===== src/rtl/dmem_arbiter_pkg.sv =====
// Shared dmem definitions: data width, depth, address width and arbiter state encodings.
// No logic; imported by the arbiter and its statistics counters.
package dmem_arbiter_pkg;
  localparam int DATA_W   = 32;
  localparam int DEPTH    = 256;
  localparam int DMEM_AW  = 16;

  typedef enum logic [1:0] {
    ARB_IDLE = 2'd0,
    ARB_OWN0 = 2'd1,
    ARB_OWN1 = 2'd2
  } arb_state_e;
endpackage


===== src/rtl/dmem_arb_stats.sv =====
// Per-master access/wait counter pair; counters wrap and clear on rst_i.
// One-cycle update latency, never stalls the arbiter.
module dmem_arb_stats #(
  parameter int CNT_W = 32
) (
  input  logic             clk_i,
  input  logic             rst_i,
  input  logic             req_i,
  input  logic             gnt_i,
  output logic [CNT_W-1:0] acc_o,
  output logic [CNT_W-1:0] wait_o
);
  logic [CNT_W-1:0] acc_q;
  logic [CNT_W-1:0] wait_q;

  always_ff @(posedge clk_i) begin
    if (rst_i) begin
      acc_q  <= '0;
      wait_q <= '0;
    end else begin
      if (gnt_i)          acc_q  <= acc_q + CNT_W'(1);
      if (req_i && !gnt_i) wait_q <= wait_q + CNT_W'(1);
    end
  end

  assign acc_o  = acc_q;
  assign wait_o = wait_q;
endmodule


===== src/rtl/dmem_arbiter.sv =====
// Round-robin two-master arbiter for single-port dmem with burst lock; stats under DMEM_ARB_STATS_EN.
// One idle arbitration cycle from IDLE, handover without bubble; a master holds req until it sees gnt.
module dmem_arbiter
  import dmem_arbiter_pkg::*;
#(
  parameter int MAX_BURST = 8
`ifdef DMEM_ARB_STATS_EN
  , parameter int CNT_W = 32
`endif
) (
  input  logic               clk,
  input  logic               rst,
  input  logic               m0_req,
  input  logic               m0_we,
  input  logic               m0_lock,
  input  logic [DMEM_AW-1:0] m0_a,
  input  logic [DATA_W-1:0]  m0_wd,
  output logic               m0_gnt,
  output logic [DATA_W-1:0]  m0_rd,
  input  logic               m1_req,
  input  logic               m1_we,
  input  logic               m1_lock,
  input  logic [DMEM_AW-1:0] m1_a,
  input  logic [DATA_W-1:0]  m1_wd,
  output logic               m1_gnt,
  output logic [DATA_W-1:0]  m1_rd,
  output logic [DMEM_AW-1:0] mem_a,
  output logic [DATA_W-1:0]  mem_wd,
  output logic               mem_we,
  input  logic [DATA_W-1:0]  mem_rd
`ifdef DMEM_ARB_STATS_EN
  , output logic [CNT_W-1:0] stat0_acc
  , output logic [CNT_W-1:0] stat0_wait
  , output logic [CNT_W-1:0] stat1_acc
  , output logic [CNT_W-1:0] stat1_wait
`endif
);
  localparam logic [8:0] BURST_LIM = 9'(MAX_BURST);
  localparam logic [7:0] BURST_MAX = 8'(MAX_BURST);

  arb_state_e state_q, state_d;
  logic       last_q, last_d;
  logic [7:0] burst_q, burst_d;

  logic       own_id, own_req, oth_req, own_lock, burst_end;
  arb_state_e oth_state;

  assign m0_gnt = (state_q == ARB_OWN0) && m0_req;
  assign m1_gnt = (state_q == ARB_OWN1) && m1_req;
  assign m0_rd  = mem_rd;
  assign m1_rd  = mem_rd;

  always_comb begin
    mem_a  = '0;
    mem_wd = '0;
    mem_we = 1'b0;
    if (state_q == ARB_OWN0) begin
      mem_a  = m0_a;
      mem_wd = m0_wd;
      mem_we = m0_gnt && m0_we;
    end else if (state_q == ARB_OWN1) begin
      mem_a  = m1_a;
      mem_wd = m1_wd;
      mem_we = m1_gnt && m1_we;
    end
  end

  // Owner-relative view so OWN0/OWN1 share one transition rule.
  always_comb begin
    own_id    = (state_q == ARB_OWN1);
    own_req   = own_id ? m1_req  : m0_req;
    oth_req   = own_id ? m0_req  : m1_req;
    own_lock  = own_id ? m1_lock : m0_lock;
    oth_state = own_id ? ARB_OWN0 : ARB_OWN1;
    burst_end = ({1'b0, burst_q} + 9'd1) >= BURST_LIM;

    state_d = state_q;
    last_d  = last_q;
    burst_d = burst_q;
    case (state_q)
      ARB_IDLE: begin
        if (m0_req && m1_req) state_d = last_q ? ARB_OWN0 : ARB_OWN1;
        else if (m0_req)      state_d = ARB_OWN0;
        else if (m1_req)      state_d = ARB_OWN1;
      end
      ARB_OWN0, ARB_OWN1: begin
        if (!own_req) begin
          burst_d = '0;
          state_d = oth_req ? oth_state : ARB_IDLE;
        end else begin
          last_d = own_id;
          if (oth_req && (!own_lock || burst_end)) begin
            state_d = oth_state;
            burst_d = '0;
          end else if (burst_q < BURST_MAX) begin
            burst_d = burst_q + 8'd1;
          end
        end
      end
      default: state_d = ARB_IDLE;
    endcase
  end

  always_ff @(posedge clk) begin
    if (rst) begin
      state_q <= ARB_IDLE;
      last_q  <= 1'b1;
      burst_q <= '0;
    end else begin
      state_q <= state_d;
      last_q  <= last_d;
      burst_q <= burst_d;
    end
  end

`ifdef DMEM_ARB_STATS_EN
  dmem_arb_stats #(.CNT_W(CNT_W)) u_stats0 (
    .clk_i (clk),
    .rst_i (rst),
    .req_i (m0_req),
    .gnt_i (m0_gnt),
    .acc_o (stat0_acc),
    .wait_o(stat0_wait)
  );
  dmem_arb_stats #(.CNT_W(CNT_W)) u_stats1 (
    .clk_i (clk),
    .rst_i (rst),
    .req_i (m1_req),
    .gnt_i (m1_gnt),
    .acc_o (stat1_acc),
    .wait_o(stat1_wait)
  );
`endif
endmodule


===== config.mk =====
export PLATFORM = sky130hd
export DESIGN_NAME = dmem_arbiter
export DESIGN_NICKNAME = d
export VERILOG_FILES = /design/src/rtl/dmem_arbiter_pkg.sv /design/src/rtl/dmem_arb_stats.sv /design/src/rtl/dmem_arbiter.sv
export SDC_FILE = /design/constraint.sdc
export NUM_CORES = 1
export LEC_CHECK = 0
export CORE_AREA = 8 8 124 80
export CTS_BUF_LIST = sky130_fd_sc_hd__clkbuf_4
export CTS_CLUSTER_SIZE = 20
export DETAILED_ROUTE_END_ITERATION = 12
export DIE_AREA = 0 0 132 88
export PLACE_DENSITY_LB_ADDON = 0.1
export SLEW_MARGIN = 20
export SYNTH_ARGS = -nofsm -noshare
export SYNTH_HDL_FRONTEND = slang
export SYNTH_SLANG_ARGS = --single-unit

===== constraint.sdc =====
create_clock -name clk -period 1.8 [get_ports clk]
set_input_delay 0.18 -clock clk [delete_from_list [all_inputs] [get_ports clk]]
set_output_delay 0.18 -clock clk [all_outputs]
set_load 0.1 [all_outputs]

== Word-level counts from Yosys, hierarchy flattened ==
Cells that the tools add are included.
W data, S select, Z words.
Storage, ports and cells
  flip-flop bits (word level): 11
  latch bits: 0
  bits in writable memories: 0
  ROM bits: 0
  input bits: 136
  word-level logic and storage cells: 46
  memories: 0
Cells by class
  add/sub/neg operators: 2
  multiply operators: 0
  divide/modulo/power cells: 0
  order comparisons: 2
  equality and inequality tests: 5
  shifts and indexed selects: 0
  multiplexer cells: 21
  bitwise gates (word level): 0
  reductions and logical operators: 13
Operators with widths (number)
  $mux W32: 2
  $mux W16: 2
  $mux W8: 3
  $mux W2: 8
  $add A8 B1 Y9 const B: 1
  $ge A9 B4 Y1 const B: 1
  $add A8 B1 Y8 const B: 1
  $lt A8 B4 Y1 const B: 1
  $logic_and A1 B1 Y1: 6
  $reduce_and A2 Y1: 3
  $mux W1: 5
  $ne A4 B4 Y1 const B: 1
  $pmux W2 S2: 1
  $ne A3 B1 Y1 const B: 1
  $ne A3 B3 Y1 const B: 1
  $eq A2 B1 Y1 const B: 1
  $eq A2 B2 Y1 const B: 1
  $logic_not A2 Y1: 1
  $reduce_or A2 Y1: 1
  $logic_not A1 Y1: 1
  $logic_or A1 B1 Y1: 1

== Longest topological paths before layout ==
  depth after elaboration: 8
  mapped depth: 8
  gate-level depth less buffers: 7

== Worst setup path before layout ==
OpenSTA, ideal clock, no wires.
  path type: register -> output
  from: reg state_q[1]
  to: out mem_wd[30]
  data arrival time: 3.054 ns
  slack: -1.434 ns
  stages on the path, launching flop included: 6
  path buffers: 2
  path through: dfxtp_1 -> inv_1 -> ha_1 -> clkbuf_1 -> clkbuf_1 -> o21ai_0
Between the ends
  cells in the longest elaborated chain, start to end: 3
RTL lines
  from (decl): RTL line dmem_arbiter.sv:41  | arb_state_e state_q, state_d;
  from (signal assigned): RTL line dmem_arbiter.sv:110  | state_q <= state_d;
  $eq A2 B2 Y1: RTL line dmem_arbiter.sv:61  | end else if (state_q == ARB_OWN1) begin
  $mux W32: RTL line dmem_arbiter.sv:61
  $mux W32 *: RTL line dmem_arbiter.sv:57  | if (state_q == ARB_OWN0) begin
  to (decl): RTL line dmem_arbiter.sv:28  | output logic [DATA_W-1:0] mem_wd,
Mark *: on every way between the ends. The rest lies on a longest branch, timed or not.

== Final worst setup path ==
  from: reg state_q[0]
  to: out mem_a[7]
Between the ends
  cells in the longest elaborated chain, start to end: 3
RTL lines
  $eq A2 B2 Y1
  net own_id: RTL line dmem_arbiter.sv:45  | logic own_id, own_req, oth_req, own_lock, burst_end;
  $mux W16: RTL line dmem_arbiter.sv:61
  $mux W16: RTL line dmem_arbiter.sv:57
  to (decl): RTL line dmem_arbiter.sv:27  | output logic [DMEM_AW-1:0] mem_a,
The timed path passes the listed nets, and every way through them passes these cells.

==> flow_summary.yaml <==
layout:
  syn_to_final_growth_pct: 158
  fin_area_um2: 4270
  fin_nets: 458
  instances_no_fill: 427
  layout-drive-gt1-share: 0.502
  insertedDiodeCount: 0
sta:
  setup_viol: 49
  finalHoldViolCount: 0
  tightest_slew_ns: 0.352
  totalNegativeSetupSlack_ns: -4.94
  slew_headroom: 0.763
  rsz0062_at_grt: "true"
  fin_crit_sh: 1.07
  fmax_mhz: 519
  hold-worst-slack_ns: 0.360
  worst_slack_ns: -0.127
  period_needed_ns: 1.93
  report.final.slew_viol_count: 0
  fin_skew_ns: 0.00397
status:
  outcome: "finished with violations"
  violations: "negative setup slack"
clocking:
  numClockSinks: 11
  clk_path_buf_depth: 2
  cts_inserted_buffers: 3
  clk_pin_slew_worst_paths_ns: 0.07
  holdBufCountCts: 0
  htree_levels: 1
  clk-insertion-delay-late_ns: 0.27
  cts_tree: "done"
  cts-root-buf: "clkbuf_4"
grt:
  grt_use_met1: 0.145
  use_met2: 0.269
  grt_pass1_wl_mm: 12.4
  grt_antenna_before_repair: 0
  met3_usage: 0.0418
  grt_pass1_vias: 1993
  grtUsageTotal: 0.137
  overflow: 0
  top_usage_layer: "met2"
  grt_max_degree: 26
setup_path:
  path_buf_inv: 5
  crit_family: "buffers and inverters"
  required_ns: 1.62
  cp_slowest_cell: "dfxtp_2"
  cp_cell_sequence: "inv_2 -> ha_4 -> buf_6 -> nor2b_4 -> buf_8 -> clkbuf_16 -> a22o_4 -> buf_12"
  worst_setup_path_start_kind: "register"
  worstSetupPathType: "reg2out"
  max_stage_delay_ns: 0.33
  end_kind: "output pin"
  arrival_ns: 1.75
  crit_fanout: 5
logic_synthesis:
  synthFlopType: "dfxtp_1"
  ys_seq_area_frac: 0.133
  synth_warnings: 0
  synthDistinctLibCells: 35
  synth_edf_count: 0
  synth_area_um2: 1650
  yosysMostFrequentCell: "buf_4"
  synth_commonest_cells: "64 x buf_4, 47 x a22o_1, 11 x clkbuf_1, 11 x dfxtp_1, 8 x nand2_1"
  syn_inst: 205
  syn_avg_cell_area_um2: 8.07
  synth-seq-cells: 11
  yosysTopAreaCellShare: 0.290
  synthesis.nets: 347
  async_flop_share: 0
  synth_top_area_cell: "buf_4"
  synth_area_leaders: "buf_4 29%, a22o_1 25%, dfxtp_1 13%"
floorplanning:
  io_pins: 251
  die_w_um: 132
  core-area_um2: 8170
  num_rows: 26
  die_area_um2: 11600
  start_util: 0.203
  fp.dieH_um: 88
place:
  dpl_cell_area_um2: 3790
  hpwl_mm: 6.85
  gp_congestion: 0.773
  dpl_worst_slack_ns: -0.0959
  dpl.cell_count: 408
  port_buffers: 154
power_and_ir_drop:
  power_frac_clock: 0.021
  comb_power_share: 0.941
  seqPwrFrac: 0.038
  power_density_nw_per_um2: 1940
  power.internal_uw: 3660
  sw_frac_of_total: 0.559
  power.leakage_uw: 0.00181
  p_sw_uw: 4630
  ir_drop_mv: 1.03
detailed_routing:
  drtPass1Iterations: 3
  wl_per_cell_um: 20.5
  drt_iter0_drc: 20
  avgViaCountPerCell: 4.34
  drc_errors: 0
  num_vias: 1852
  ant_nets: 0
  wl_mm: 8.76
hold_path:
  min_path_type: "in2out"
job:
  max_cap_violations: 0
layout make-up:
class / instances / area, µm²
Clock inverter: 1 / 5.00
Timing Repair Buffer: 183 / 2470
Fill cell: 723 / 3890
Inverter: 5 / 18.8
Multi-Input combinational cell: 112 / 1390
Clock buffer: 3 / 22.5
Tap cell: 112 / 140
Sequential cell: 11 / 223
stage by stage:
step / utilization / power [µW]
after floorplan: - / 5420
after global placement: 0.464 / 7320
after detailed placement: 0.464 / 7310
after CTS: 0.518 / 8300
after global routing: 0.523 / 8560
final: 0.523 / 8290
worst register-to-register path: stages (launching register included):
cell and delay (ns):
dfxtp_2 0.33, inv_2 0.05, ha_4 0.16, buf_6 0.12, mux2_4 0.30, a22oi_2 0.17
a211oi_2 0.08, or4_4 0.52, a21oi_2 0.12
state kept, by name (all words and copies together), names as in the netlist:
register and count:
burst_q 8, state_q 2, last_q 1
metal layers:
metal / up-vias / share of wire / wire [µm]
li1: 911 / - / -
met1: 859 / 0.36 / 3140
met2: 62 / 0.57 / 5000
met3: 20 / 0.061 / 536
met4: 0 / 0.0082 / 72
met5: - / 0 / 0
power groups by stage:
stage,registers (µW),clock network [µW],logic [µW]
final,317,175,7800
after CTS,318,185,7790
after global placement,316,0,7000
after floorplan,317,0,5100
after global routing,324,204,8030
after detailed placement,318,0,7000
worst paths after layout:
check | cells after the start | to | slack (ns) | start
max | 8 | mem_a[7] | -0.13 | state_q[0]
max reg2reg | 8 | state_q[0] | -0.11 | state_q[0]
min | 0 | m0_rd[5] | 0.36 | mem_rd[5]
min reg2reg | 1 | burst_q[7] | 0.47 | burst_q[7]
cell families (layout without fill, tap and decap cells):
kind of cell | Yosys count | after routing | share of synthesized area
adders and majority gates | 6 | 6 | 0.0454
buffers and inverters | 82 | 192 | 0.336
AOI/OAI and AO/OA | 70 | 70 | 0.346
DFF | 11 | 11 | 0.133
muxes | 4 | 4 | 0.0318
and+or+nand+nor | 32 | 32 | 0.108
cells in the final DEF (no fill, tap or decap), types with 2 or more instances in the layout:
| cell | netlist | routed |
|---|---|---|
| a21oi_1 | 7 | 6 |
| a22o_4 | 0 | 47 |
| and2_1 | 6 | 4 |
| and2_4 | 0 | 2 |
| buf_12 | 0 | 54 |
| buf_16 | 0 | 6 |
| buf_4 | 64 | 13 |
| buf_6 | 1 | 5 |
| clkbuf_4 | 0 | 3 |
| clkdlybuf4s50_1 | 0 | 103 |
| dfxtp_1 | 11 | 9 |
| dfxtp_2 | 0 | 2 |
| ha_1 | 6 | 4 |
| ha_4 | 0 | 2 |
| inv_1 | 5 | 3 |
| inv_2 | 0 | 2 |
| mux2_4 | 2 | 3 |
| nand2_1 | 8 | 7 |
| nand2b_1 | 3 | 3 |
| nand3_1 | 4 | 3 |
| nor2_1 | 2 | 2 |
| o21ai_2 | 0 | 2 |
| o31ai_1 | 3 | 2 |
what timing repair did:
action | in CTS | in global routing
endpoints found under the hold margin | 0 | 0
buffers inserted | 9 | 0
pin swaps | 7 | 4
cloned | 6 | 1
endpoints found under the setup margin | 50 | 59
gates resized for setup | 33 | 10
Note: power is estimated with default switching activity, not from simulation.
==> variant, RTL diff (same settings) <==
Encoding of `arb_state_e`: now one-hot (3 bits for 3 states).
--- a/src/rtl/dmem_arbiter_pkg.sv
+++ b/src/rtl/dmem_arbiter_pkg.sv
@@ -6,8 +6,8 @@
   localparam int DMEM_AW  = 16;
 
-  typedef enum logic [1:0] {
-    ARB_IDLE = 2'd0,
-    ARB_OWN0 = 2'd1,
-    ARB_OWN1 = 2'd2
+  typedef enum logic [2:0] {
+    ARB_IDLE = 3'b001,
+    ARB_OWN0 = 3'b010,
+    ARB_OWN1 = 3'b100
   } arb_state_e;
 endpackage
Function: same outputs for any inputs over 10 cycles, from zero or initial values and one cycle with rst high; not proved beyond that.
==> variant against the original RTL <==
The flow still finishes with violations (setup timing). Worst setup slack got worse by 0.022 ns. Global-route usage is 3.2 points higher. Sequential cell count rose by 1. Synthesized cell count rose by 9.3%. Routed wire length grew 24%. Critical path depth unchanged. Clock skew grew 0.0074 ns. Area after synthesis grew 8.2%. Non-clock buffer count up 28. Design area is 11% higher. Sequential share of layout area grew 0.058 points.
Power is left out: it rests on default switching activity, and per cell area and clock period it moved more than threefold.
==> variant: results <==
group,metric,value,unit
outcome,outcome,"finished, violations left",
outcome,violations,"setup timing",
logic_synthesis,ys_seq_area_share,13.4,%
logic_synthesis,ys_top_cells_by_area,"buf_4 27%, a22o_1 24%, dfxtp_1 13%, a21oi_1 2.2%, nor2b_1 2.1%",
logic_synthesis,synth_compound_area_share,36.3,%
clock_tree,clock_path_buffers,2,
placed_design,numPlacedInstances,447,
detailed_routing,drt-total-wl,10.9,mm
clock_tree,clk_pin_slew,0.08,ns
sta,finalSetupViolCount,58,
worst_setup_path,r2r_slack,-0.13,ns
layout,finalNonFillerCells,474,
detailed_routing,drt-initial-drc-count,99,
global_route,antenna_found_initial,0,
clock_tree,clkLatencyLatePin,0.29,ns
sta,maxSlewHeadroom,68.5,%
layout,reg_top3,"burst_q x8, state_q x3, last_q x1",
worst_setup_path,ff2ff_path_depth,8,
global_route,grt_usage,17.0,%
placed_design,pre_cts_slack,-0.122,ns
worst_setup_path,slowest_delay,0.33,ns
worst_setup_path,crit_fanout,7,
detailed_routing,m1WireLength,4.49,mm
logic_synthesis,syn_nets,362,
global_route,grtUsageMet1,20.3,%
placed_design,gp_congestion,0.847,
logic_synthesis,synth_fa_ha_area_share,1.40,%
logic_synthesis,synthTopCellsByCount,"64 x buf_4, 49 x a22o_1, 12 x dfxtp_1",
hold_path,hp-start,"mem_rd[27]",
global_route,met3_usage,5.56,%
logic_synthesis,yosys.area_share.xor_xnor,0.978,%
sta,fin_tns_setup,-5.07,ns
logic_synthesis,avgSynthCellArea,7.99,µm²
worst_setup_path,r2r_end,"state_q[1]$_SDFFE_PP0P_",
global_route,grt_pass1_wl,15.1,mm
logic_synthesis,ys.flop_type,"dfxtp_1",
global_route,gr-usage-met2,29.2,%
sta,fin_ws,-0.149,ns
hold_path,min_delay_worst_endpoint,"m0_rd[27]",
layout,final_layout_size_suffix_gt1_share,56.4,%
clock_tree,htreeDepth,1,
detailed_routing,dr_total_vias,2244,
detailed_routing,route.met3.wl,847,µm
worst_setup_path,worstPathArrival,1.77,ns
clock_tree,cts_hold_buf,0,
detailed_routing,drt_pass1_iterations,4,
layout,final_nets,501,
logic_synthesis,synth_mux_area_share,2.03,%
sta,clock_skew,0.0114,ns
logic_synthesis,ys_async_sr_fraction,0,%
global_route,first_global_vias,2328,
logic_synthesis,synth_cell_types,48,
clock_tree,cts_made_buffers,3,
worst_setup_path,critPathLaunch,"state_q[0]$_SDFFE_PP1P_",
global_route,grt_max_degree,26,
detailed_routing,wl_met2,5.45,mm
placed_design,dp_hpwl,8.19,mm
worst_setup_path,crit_family,"buffers and inverters",
placed_design,placed_cell_area,4020,µm²
sta,fin_hold_ws,0.360,ns
## variant: changes by cell type after synthesis, sizes merged, moves of 3 or more
cell	change
ha	-4
nand2	-7
nand2b	-3
nand4	+3
nor2	+7
nor2b	+4
nor3b	+4
## variant: how the worst max path moves through the flow
stage / slack, ns / endpoint
2_1_floorplan: -0.008 / state_q[1]$_SDFFE_PP0P_
3_3_place_gp: -0.12 / burst_q[1]$_SDFFE_PP0P_
3_5_place_dp: -0.12 / burst_q[5]$_SDFFE_PP0P_
4_1_cts: -0.14 / state_q[1]$_SDFFE_PP0P_
5_1_grt: -0.21 / mem_a[1]
6_report: -0.15 / mem_a[1]
## variant: repair_timing
action,4_1_cts,5_1_grt
setup buffers,16,6
pin swaps,11,12
cloned,3,2
resized for setup,45,38
setup endpoints to repair,60,60
## variant: area by class of cell
class	count	area, µm²
inverters	5	18.8
well taps	112	140
multi-input cells	130	1620
repair buffers	211	2690
fillers	697	3420
flip-flops and latches	12	250
clock inverters	1	3.75
clock buffers	3	22.5
